$ cat config.mk
export PLATFORM = sky130hd
export DESIGN_NAME = disp_hex_mux_n_flat
export DESIGN_NICKNAME = d
export VERILOG_FILES = /design/src/rtl/disp_hex_mux_n_if.sv /design/src/rtl/disp_hex_mux_n.sv /design/src/flat_wrapper.sv
export SDC_FILE = /design/constraint.sdc
export NUM_CORES = 1
export LEC_CHECK = 0
export ABC_CLOCK_PERIOD_IN_PS = 2600
export CAP_MARGIN = 10
export CORE_ASPECT_RATIO = 0.7
export CORE_MARGIN = 8
export CORE_UTILIZATION = 30
export CTS_BUF_LIST = sky130_fd_sc_hd__clkbuf_8
export CTS_CLUSTER_SIZE = 16
export DETAILED_ROUTE_END_ITERATION = 6
export PLACE_DENSITY = 0.48
export SETUP_SLACK_MARGIN = 0.05
export SYNTH_ARGS = -nofsm -noshare
export SYNTH_HDL_FRONTEND = slang
export SYNTH_SLANG_ARGS = --single-unit
$ cat constraint.sdc
create_clock -name clk -period 2.6 [get_ports clk]
set_input_delay 0.26 -clock clk [delete_from_list [all_inputs] [get_ports clk]]
set_output_delay 0.26 -clock clk [all_outputs]
set_load 0.03 [all_outputs]
$ cat src/rtl/disp_hex_mux_n_if.sv
// Host-side bundle for the multiplexed seven-segment driver: digit data and
// display controls in, board pin drive and frame strobe out.
interface disp_hex_mux_n_if #(
    parameter int NDIG = 8
);
    logic [4*NDIG-1:0] hex;
    logic [NDIG-1:0]   dp_in;
    logic [NDIG-1:0]   blank;
    logic              lz_en;
    logic [3:0]        bright;
    logic [NDIG-1:0]   an;
    logic [7:0]        sseg;
    logic              frame_tick;

    modport master (
        output hex, dp_in, blank, lz_en, bright,
        input  an, sseg, frame_tick
    );

    modport slave (
        input  hex, dp_in, blank, lz_en, bright,
        output an, sseg, frame_tick
    );
endinterface

$ cat src/rtl/disp_hex_mux_n.sv
// Time-multiplexed NDIG-digit common-anode seven-segment driver with per-frame
// input snapshot, PWM brightness, blanking and leading-zero suppression.
module disp_hex_mux_n #(
    parameter int NDIG   = 8,
    parameter int SLOT_W = 16
) (
    input  logic             clk,
    input  logic             reset_n,
    disp_hex_mux_n_if.slave  bus
);
    localparam int IDX_W = $clog2(NDIG);
    localparam logic [IDX_W-1:0] IDX_LAST = IDX_W'(NDIG - 1);

    logic [SLOT_W-1:0] pre_r;
    logic [IDX_W-1:0]  idx_r;

    logic [4*NDIG-1:0] hex_r;
    logic [NDIG-1:0]   dp_r;
    logic [NDIG-1:0]   blank_r;
    logic              lz_r;
    logic [3:0]        bright_r;

    logic [NDIG-1:0]   an_r;
    logic [7:0]        sseg_r;
    logic              frame_tick_r;

    logic              pre_max_s;
    logic              eof_s;
    logic              zeros_above_s;
    logic [NDIG-1:0]   sup_s;
    logic [3:0]        digit_s;
    logic [3:0]        phase_s;
    logic              on_s;
    logic [NDIG-1:0]   an_next_s;
    logic [7:0]        sseg_next_s;

    // Active-low g..a pattern for one hex nibble.
    function automatic logic [6:0] seg7_decode(input logic [3:0] val);
        logic [6:0] seg;
        case (val)
            4'h0:    seg = 7'b1000000;
            4'h1:    seg = 7'b1111001;
            4'h2:    seg = 7'b0100100;
            4'h3:    seg = 7'b0110000;
            4'h4:    seg = 7'b0011001;
            4'h5:    seg = 7'b0010010;
            4'h6:    seg = 7'b0000010;
            4'h7:    seg = 7'b1111000;
            4'h8:    seg = 7'b0000000;
            4'h9:    seg = 7'b0010000;
            4'hA:    seg = 7'b0001000;
            4'hB:    seg = 7'b0000011;
            4'hC:    seg = 7'b1000110;
            4'hD:    seg = 7'b0100001;
            4'hE:    seg = 7'b0000110;
            4'hF:    seg = 7'b0001110;
            default: seg = 7'b1111111;
        endcase
        return seg;
    endfunction

    assign pre_max_s = &pre_r;
    assign eof_s     = pre_max_s && (idx_r == IDX_LAST);
    assign digit_s   = hex_r[{idx_r, 2'b00} +: 4];
    assign phase_s   = pre_r[SLOT_W-1 -: 4];

    // Suppression scans from the most significant digit down; digit 0 is exempt.
    always_comb begin
        zeros_above_s = 1'b1;
        sup_s         = '0;
        for (int i = NDIG - 1; i >= 0; i--) begin
            zeros_above_s = zeros_above_s & (hex_r[4*i +: 4] == 4'h0) & ~dp_r[i];
            sup_s[i]      = lz_r & zeros_above_s & (i != 0);
        end
    end

    // Next pin drive for the current slot and PWM phase.
    always_comb begin
        on_s = ~blank_r[idx_r] & ~sup_s[idx_r] & (phase_s <= bright_r);
        if (on_s) begin
            an_next_s   = ~({{(NDIG-1){1'b0}}, 1'b1} << idx_r);
            sseg_next_s = {~dp_r[idx_r], seg7_decode(digit_s)};
        end else begin
            an_next_s   = '1;
            sseg_next_s = 8'hFF;
        end
    end

    // Scan counters, frame snapshot and registered pin outputs.
    always_ff @(posedge clk or negedge reset_n) begin
        if (!reset_n) begin
            pre_r        <= '0;
            idx_r        <= '0;
            hex_r        <= '0;
            dp_r         <= '0;
            blank_r      <= '1;
            lz_r         <= 1'b0;
            bright_r     <= 4'hF;
            an_r         <= '1;
            sseg_r       <= 8'hFF;
            frame_tick_r <= 1'b0;
        end else begin
            pre_r <= pre_r + SLOT_W'(1);
            if (pre_max_s) begin
                if (idx_r == IDX_LAST) begin
                    idx_r <= '0;
                end else begin
                    idx_r <= idx_r + IDX_W'(1);
                end
            end
            if (eof_s) begin
                hex_r    <= bus.hex;
                dp_r     <= bus.dp_in;
                blank_r  <= bus.blank;
                lz_r     <= bus.lz_en;
                bright_r <= bus.bright;
            end
            an_r         <= an_next_s;
            sseg_r       <= sseg_next_s;
            frame_tick_r <= eof_s;
        end
    end

    assign bus.an         = an_r;
    assign bus.sseg       = sseg_r;
    assign bus.frame_tick = frame_tick_r;
endmodule
$ cat src/flat_wrapper.sv
// flat-port wrapper written by rule: the top's interface ports become plain ports
module disp_hex_mux_n_flat 
#(
    parameter int NDIG   = 8,
    parameter int SLOT_W = 16
)
  (clk, reset_n, bus_hex, bus_dp_in, bus_blank, bus_lz_en, bus_bright, bus_an, bus_sseg, bus_frame_tick);
  disp_hex_mux_n_if #(.NDIG(NDIG)) bus_i ();
  input  logic clk;
  input  logic reset_n;
  input wire logic [$bits(bus_i.hex)-1:0] bus_hex;
  input wire logic [$bits(bus_i.dp_in)-1:0] bus_dp_in;
  input wire logic [$bits(bus_i.blank)-1:0] bus_blank;
  input wire logic [$bits(bus_i.lz_en)-1:0] bus_lz_en;
  input wire logic [$bits(bus_i.bright)-1:0] bus_bright;
  output wire logic [$bits(bus_i.an)-1:0] bus_an;
  output wire logic [$bits(bus_i.sseg)-1:0] bus_sseg;
  output wire logic [$bits(bus_i.frame_tick)-1:0] bus_frame_tick;
  assign bus_i.hex = bus_hex;
  assign bus_i.dp_in = bus_dp_in;
  assign bus_i.blank = bus_blank;
  assign bus_i.lz_en = bus_lz_en;
  assign bus_i.bright = bus_bright;
  assign bus_an = bus_i.an;
  assign bus_sseg = bus_i.sseg;
  assign bus_frame_tick = bus_i.frame_tick;
  disp_hex_mux_n #(.NDIG(NDIG), .SLOT_W(SLOT_W)) u_core (.clk(clk), .reset_n(reset_n), .bus(bus_i));
endmodule
# [Yosys cells after proc, flatten, opt, wreduce, memory -nomap -nowiden]
# Memories as Yosys holds them, arrays and structs flattened.
# Index checks and enable logic that the tools add are counted.
# W data, S select, Z words.
[classes] add_sub_neg=2 n_lt_le_gt_ge=2 eq_ne=1 n_shift=2 n_mux=9 bitwise=33 reduce_logical=9
[op_table] op="$shiftx A32 B6 Y4" n=1
[op_table] op="$logic_not A4 Y1" n=7
[op_table] op="$and A1 B1 Y1" n=22
[op_table] op="$add A16 B1 Y16 const B" n=1
[op_table] op="$mux W8" n=2
[op_table] op="$reduce_and A16 Y1" n=1
[op_table] op="$not A1 Y1" n=10
[op_table] op="$bmux W1 S3" n=3
[op_table] op="$not A8 Y8" n=1
[op_table] op="$shl A1 B3 Y8 const A" n=1
[op_table] op="$le A4 B4 Y1" n=1
[op_table] op="$lt A3 B4 Y1 const B" n=1
[op_table] op="$add A3 B1 Y3 const B" n=1
[op_table] op="$eq A3 B3 Y1 const B" n=1
[op_table] op="$mux W1" n=3
[op_table] op="$mux W3" n=1
[op_table] op="$logic_and A1 B1 Y1" n=1
[word_totals] ff_bits=89 rom_bits=112 memories=1
[mem_list] memory="(no name shown)" depth=16 word_bits=7 read_ports=1 rd_ports_with_merged_regs=0 write_ports=0 line_no="disp_hex_mux_n.sv:40" source="case (val)"

# [Longest topological paths before layout]
[logic_depth] word_depth=21 ltp_mapped=9 ltp_nobuf=8

# [Worst setup path before layout]
# OpenSTA, ideal clock, no wires.
[synth_path] path_kind="reg-to-reg" startpoint="reg u_core.idx_r[0]" endpoint="reg u_core.sseg_r[4], in the netlist u_core.bus.sseg[4]" setup_ns=0.090 t_arrival_ns=2.060 required_time_ns=2.510 slack_ns=0.450 path_stages_with_launch=10 period_less_slack_ns=2.150 cell_sequence="dfrtp_1 -> buf_4 -> mux4_2 -> nand2_1 -> and2_1 -> inv_1 -> ha_1 -> mux2_1 -> nand2_1 -> o211ai_1"
[synth_via] elab_chain_len=6 elab_cells_between_ends=11 classes_between="shift: 1; mux: 5; bitwise: 4; memory: 1"
[synth_rtl] item="start: declaration" line_no="disp_hex_mux_n.sv:15" source="logic [IDX_W-1:0] idx_r;"
[synth_rtl] item="start signal: assignment" line_no="disp_hex_mux_n.sv:108" source="idx_r <= idx_r + IDX_W'(1);"
[synth_rtl] item="branches (longest 5 deep; another with $mem_v2 Z16 W7)"
[synth_rtl] item="$mux W8 (*)" line_no="disp_hex_mux_n.sv:80" source="if (on_s) begin"
[synth_rtl] item="net u_core.sseg_next_s[4]" line_no="disp_hex_mux_n.sv:35" source="logic [7:0] sseg_next_s;"
[synth_rtl] item="end signal: assignment" line_no="disp_hex_mux_n.sv:119" source="sseg_r <= sseg_next_s;"
[synth_rtl] item="end: declaration" line_no="disp_hex_mux_n.sv:24" source="logic [7:0] sseg_r;"
# Mark *: on every way through the listed nets, which the timed path passes. The select of a mux whose other input is x is not followed.
# A chain may end at the register's enable or synchronous reset.

# [Worst setup path in the final report]
[layout_path] startpoint="reg u_core.idx_r[0]" endpoint="reg u_core.sseg_r[3], in the netlist u_core.bus.sseg[3]"
# Same word-level chain as after synthesis.

==> impl_metrics.tcl <==
set metrics [dict create \
    route.detailed.drc 0 \
    cap_violations 0 \
    grt_pass1_wl_mm 16.16 \
    grt_usage_pct 10.87 \
    status "finished, final reports clean" \
    synthFlopType "dfrtp_1" \
    grt_max_degree 55 \
    cts.clk_slew.worst_paths_ns 0.09 \
    yosysUniqueCellTypes 48 \
    cp_cell_sequence "buf_6, mux4_2, nand2_1, and2_1, inv_1, ha_1, nor2b_1, a211oi_1, o21ai_1" \
    power.leakage_nw 2.488 \
    synth.top_cell.area_share_pct 34.41 \
    rsz0062_at_grt "no" \
    synthAdderAreaFrac_pct 4.795 \
    worst_pin_slew_ns 0.5708 \
    rows 37 \
    synth-xor-area-share_pct 2.764 \
    holdWs_ns 0.4022 \
    coreArea_um2 14580 \
    min_period_ns 2.361 \
    crit_path_end_kind "flip-flop" \
    cts_max_level 3 \
    start_kind "flip-flop" \
    yosys_warnings 0 \
    clock.fmax_ghz 0.4236 \
    die_area_um2 18990 \
    floorplan.die.width_um 161.3 \
    synth_top_cell_by_area "dfrtp_1" \
    power.density_nw_per_um2 488.3 \
    dr.pass1.iters 4 \
    synthMuxAreaShare_pct 25.08 \
    layout_commonest_cell "clkdlybuf4s50_1" \
    cts_buffer_depth 2 \
    syn-cell-area_um2 4436 \
    crit_slowest_cell "mux4_2" \
    cts_buffers 9 \
    synthSimpleGateAreaFrac_pct 8.575 \
    io_pins 72 \
    cp.arrival_ns 2.64 \
    vdd_drop_max_mv 0.1763 \
    fp.dieH_um 117.7 \
    critical_path_peak_fanout 19 \
    min_path_type "primary input to asynchronous set/reset pin" \
    synth-compound-area-share_pct 3.921 \
    seqCellArea_um2 2262 \
    antenna_cells 0 \
    clock-sinks 89 \
    vias_per_cell 4.451 \
    filler_cell_count 1389 \
    hold_viol 0 \
    portBuffers 71 \
    path_delay_family "multiplexers" \
    synthCells 311 \
    async_reset_ff_share_pct 100.0 \
    slowest_delay_ns 0.56 \
    start_util_pct 30.42 \
    yosysSeqAreaShare_pct 51.00 \
    syn_to_final_growth_pct 25.67 \
    setup_viol 0 \
    synth_seq_cells 89 \
    multi_input_area_um2 2013 \
    skew_ns 0.01262 \
    crit_buf_inv 2 \
    postSynthNetCount 383 \
    most-common-layout-cells "70 x clkdlybuf4s50_1, 61 x dfrtp_1, 49 x mux2_4" \
    slew_headroom_pct 61.95 \
    synth_edf_count 0 \
    worst_ep_required_time_ns 2.88 \
    postCtsSetupRepairBufs 0 \
    yosys-top-cells-area "dfrtp_1 34%, dfstp_2 17%, mux2_4 17%, mux4_2 6.1%, ha_1 4.8%" \
    grt_pass1_vias 2912 \
    cts-root-buf "clkbuf_8" \
    wl_mm 9.967 \
    nets 462 \
    ant_nets 0 \
    wl_per_cell_um 16.89 \
    num_vias 2626 \
    drt_iter0_markers 100 \
    gp_congestion 0.7243 \
    clk_latency_ns 0.37 \
    cts_tree "yes" \
    finalCritPeriodShare_pct 90.80 \
    tns_ns 0 \
    maxSlewViolCount 0 \
    synth_top_family_by_area "multiplexers" \
    hpwl_mm 7.274 \
    avgSynthCellArea_um2 14.26 \
    grt_overflow 0 \
    drive_above_1_share_pct 30.63 \
    antenna_found_initial 0 \
    crit_type "flip-flop to flip-flop" \
]
-- path summary, 6_finish.rpt --
path | start | end | depth (start not counted) | slack (ns)
min reg2reg | u_core.pre_r[9] | u_core.pre_r[9] | 1 | 0.48
max in group asynchronous | reset_n | u_core.blank_r[5] | 3 | 1.49
min | reset_n | u_core.idx_r[2] | 2 | 0.40
max reg2reg | u_core.idx_r[0] | u_core.bus.sseg[3] | 9 | 0.24
min in group clk | u_core.pre_r[9] | u_core.pre_r[9] | 1 | 0.48
max | u_core.idx_r[0] | u_core.bus.sseg[3] | 9 | 0.24
-- through the flow --
stage / worst slack, ns / util [%] / power (mW) / cell area, um^2 / instances
global placement: 0.1617 / 36.77 / 1.817 / 5363 / 572
finish: 0.2391 / 38.22 / 2.722 / 5574 / 590
detailed placement: 0.1306 / 36.77 / 1.821 / 5363 / 572
floorplan: 0.4496 / - / 1.643 / 4436 / 311
CTS: 0.1017 / 38.14 / 2.769 / 5562 / 589
global route: 0.05747 / 38.22 / 2.856 / 5574 / 590
-- flip-flops by register name, summed over array words and instances, names as in the netlist --
register,cells
u_core.blank_r,8
u_core.bright_r,4
u_core.bus.an,8
u_core.bus.frame_tick,1
u_core.bus.sseg,8
u_core.dp_r,8
u_core.hex_r,32
u_core.idx_r,3
u_core.lz_r,1
u_core.pre_r,16
-- worst register-to-register path: stages, from the launching register on --
cell and delay [ns]:
dfrtp_1 0.39, buf_6 0.25, mux4_2 0.57, nand2_1 0.10
and2_1 0.20, inv_1 0.13, ha_1 0.25, nor2b_1 0.14
a211oi_1 0.16, o21ai_1 0.10
-- final cells by class --
type,count,area share [%]
inverters,15,1.010
repair buffers,82,14.52
clock buffers,10,2.469
well taps,195,4.377
clock inverters,6,0.9203
flip-flops and latches,89,40.58
multi-input cells,193,36.12
-- power breakdown --
group	total (mW)	leakage (nW)	switching [mW]	internal [mW]
registers	1.49	1.04	0.0389	1.45
logic	0.299	1.34	0.117	0.182
clock network	0.932	0.110	0.474	0.457
-- kinds of logic (layout without fill, tap and decap cells) --
group / after synthesis / count (layout)
AO/OA/AOI/OAI: 26 / 26
XOR/XNOR: 14 / 14
AND/OR/NAND/NOR: 64 / 65
buffers and inverters: 30 / 113
adder cells (fa/ha/maj): 17 / 17
flip-flops: 89 / 89
multiplexers: 71 / 71
-- layer usage --
layer	vias up	GRT usage [%]	routed length, um
li1	1269	-	-
met4	0	3.114	107
met2	62	14.21	3940
met3	13	4.158	522
met1	1282	16.01	5396
met5	-	0	0
-- Yosys cell counts, types with 4 or more instances --
cell type / number
mux2i_1: 5
buf_2: 4
nand2_1: 17
mux2_4: 49
nand4_1: 4
buf_6: 6
dfstp_2: 28
mux4_2: 12
inv_1: 13
o21ai_0: 6
mux2_1: 5
dfrtp_1: 61
nand3_1: 13
ha_1: 17
xnor2_1: 11
-- timing repair --
item	4_1_cts	5_1_grt
endpoints found under the setup margin	0	51
gates resized for setup	0	2
hold endpoints to repair	21	0
hold buffers	1	0
Power figures use the tool's default switching activity.
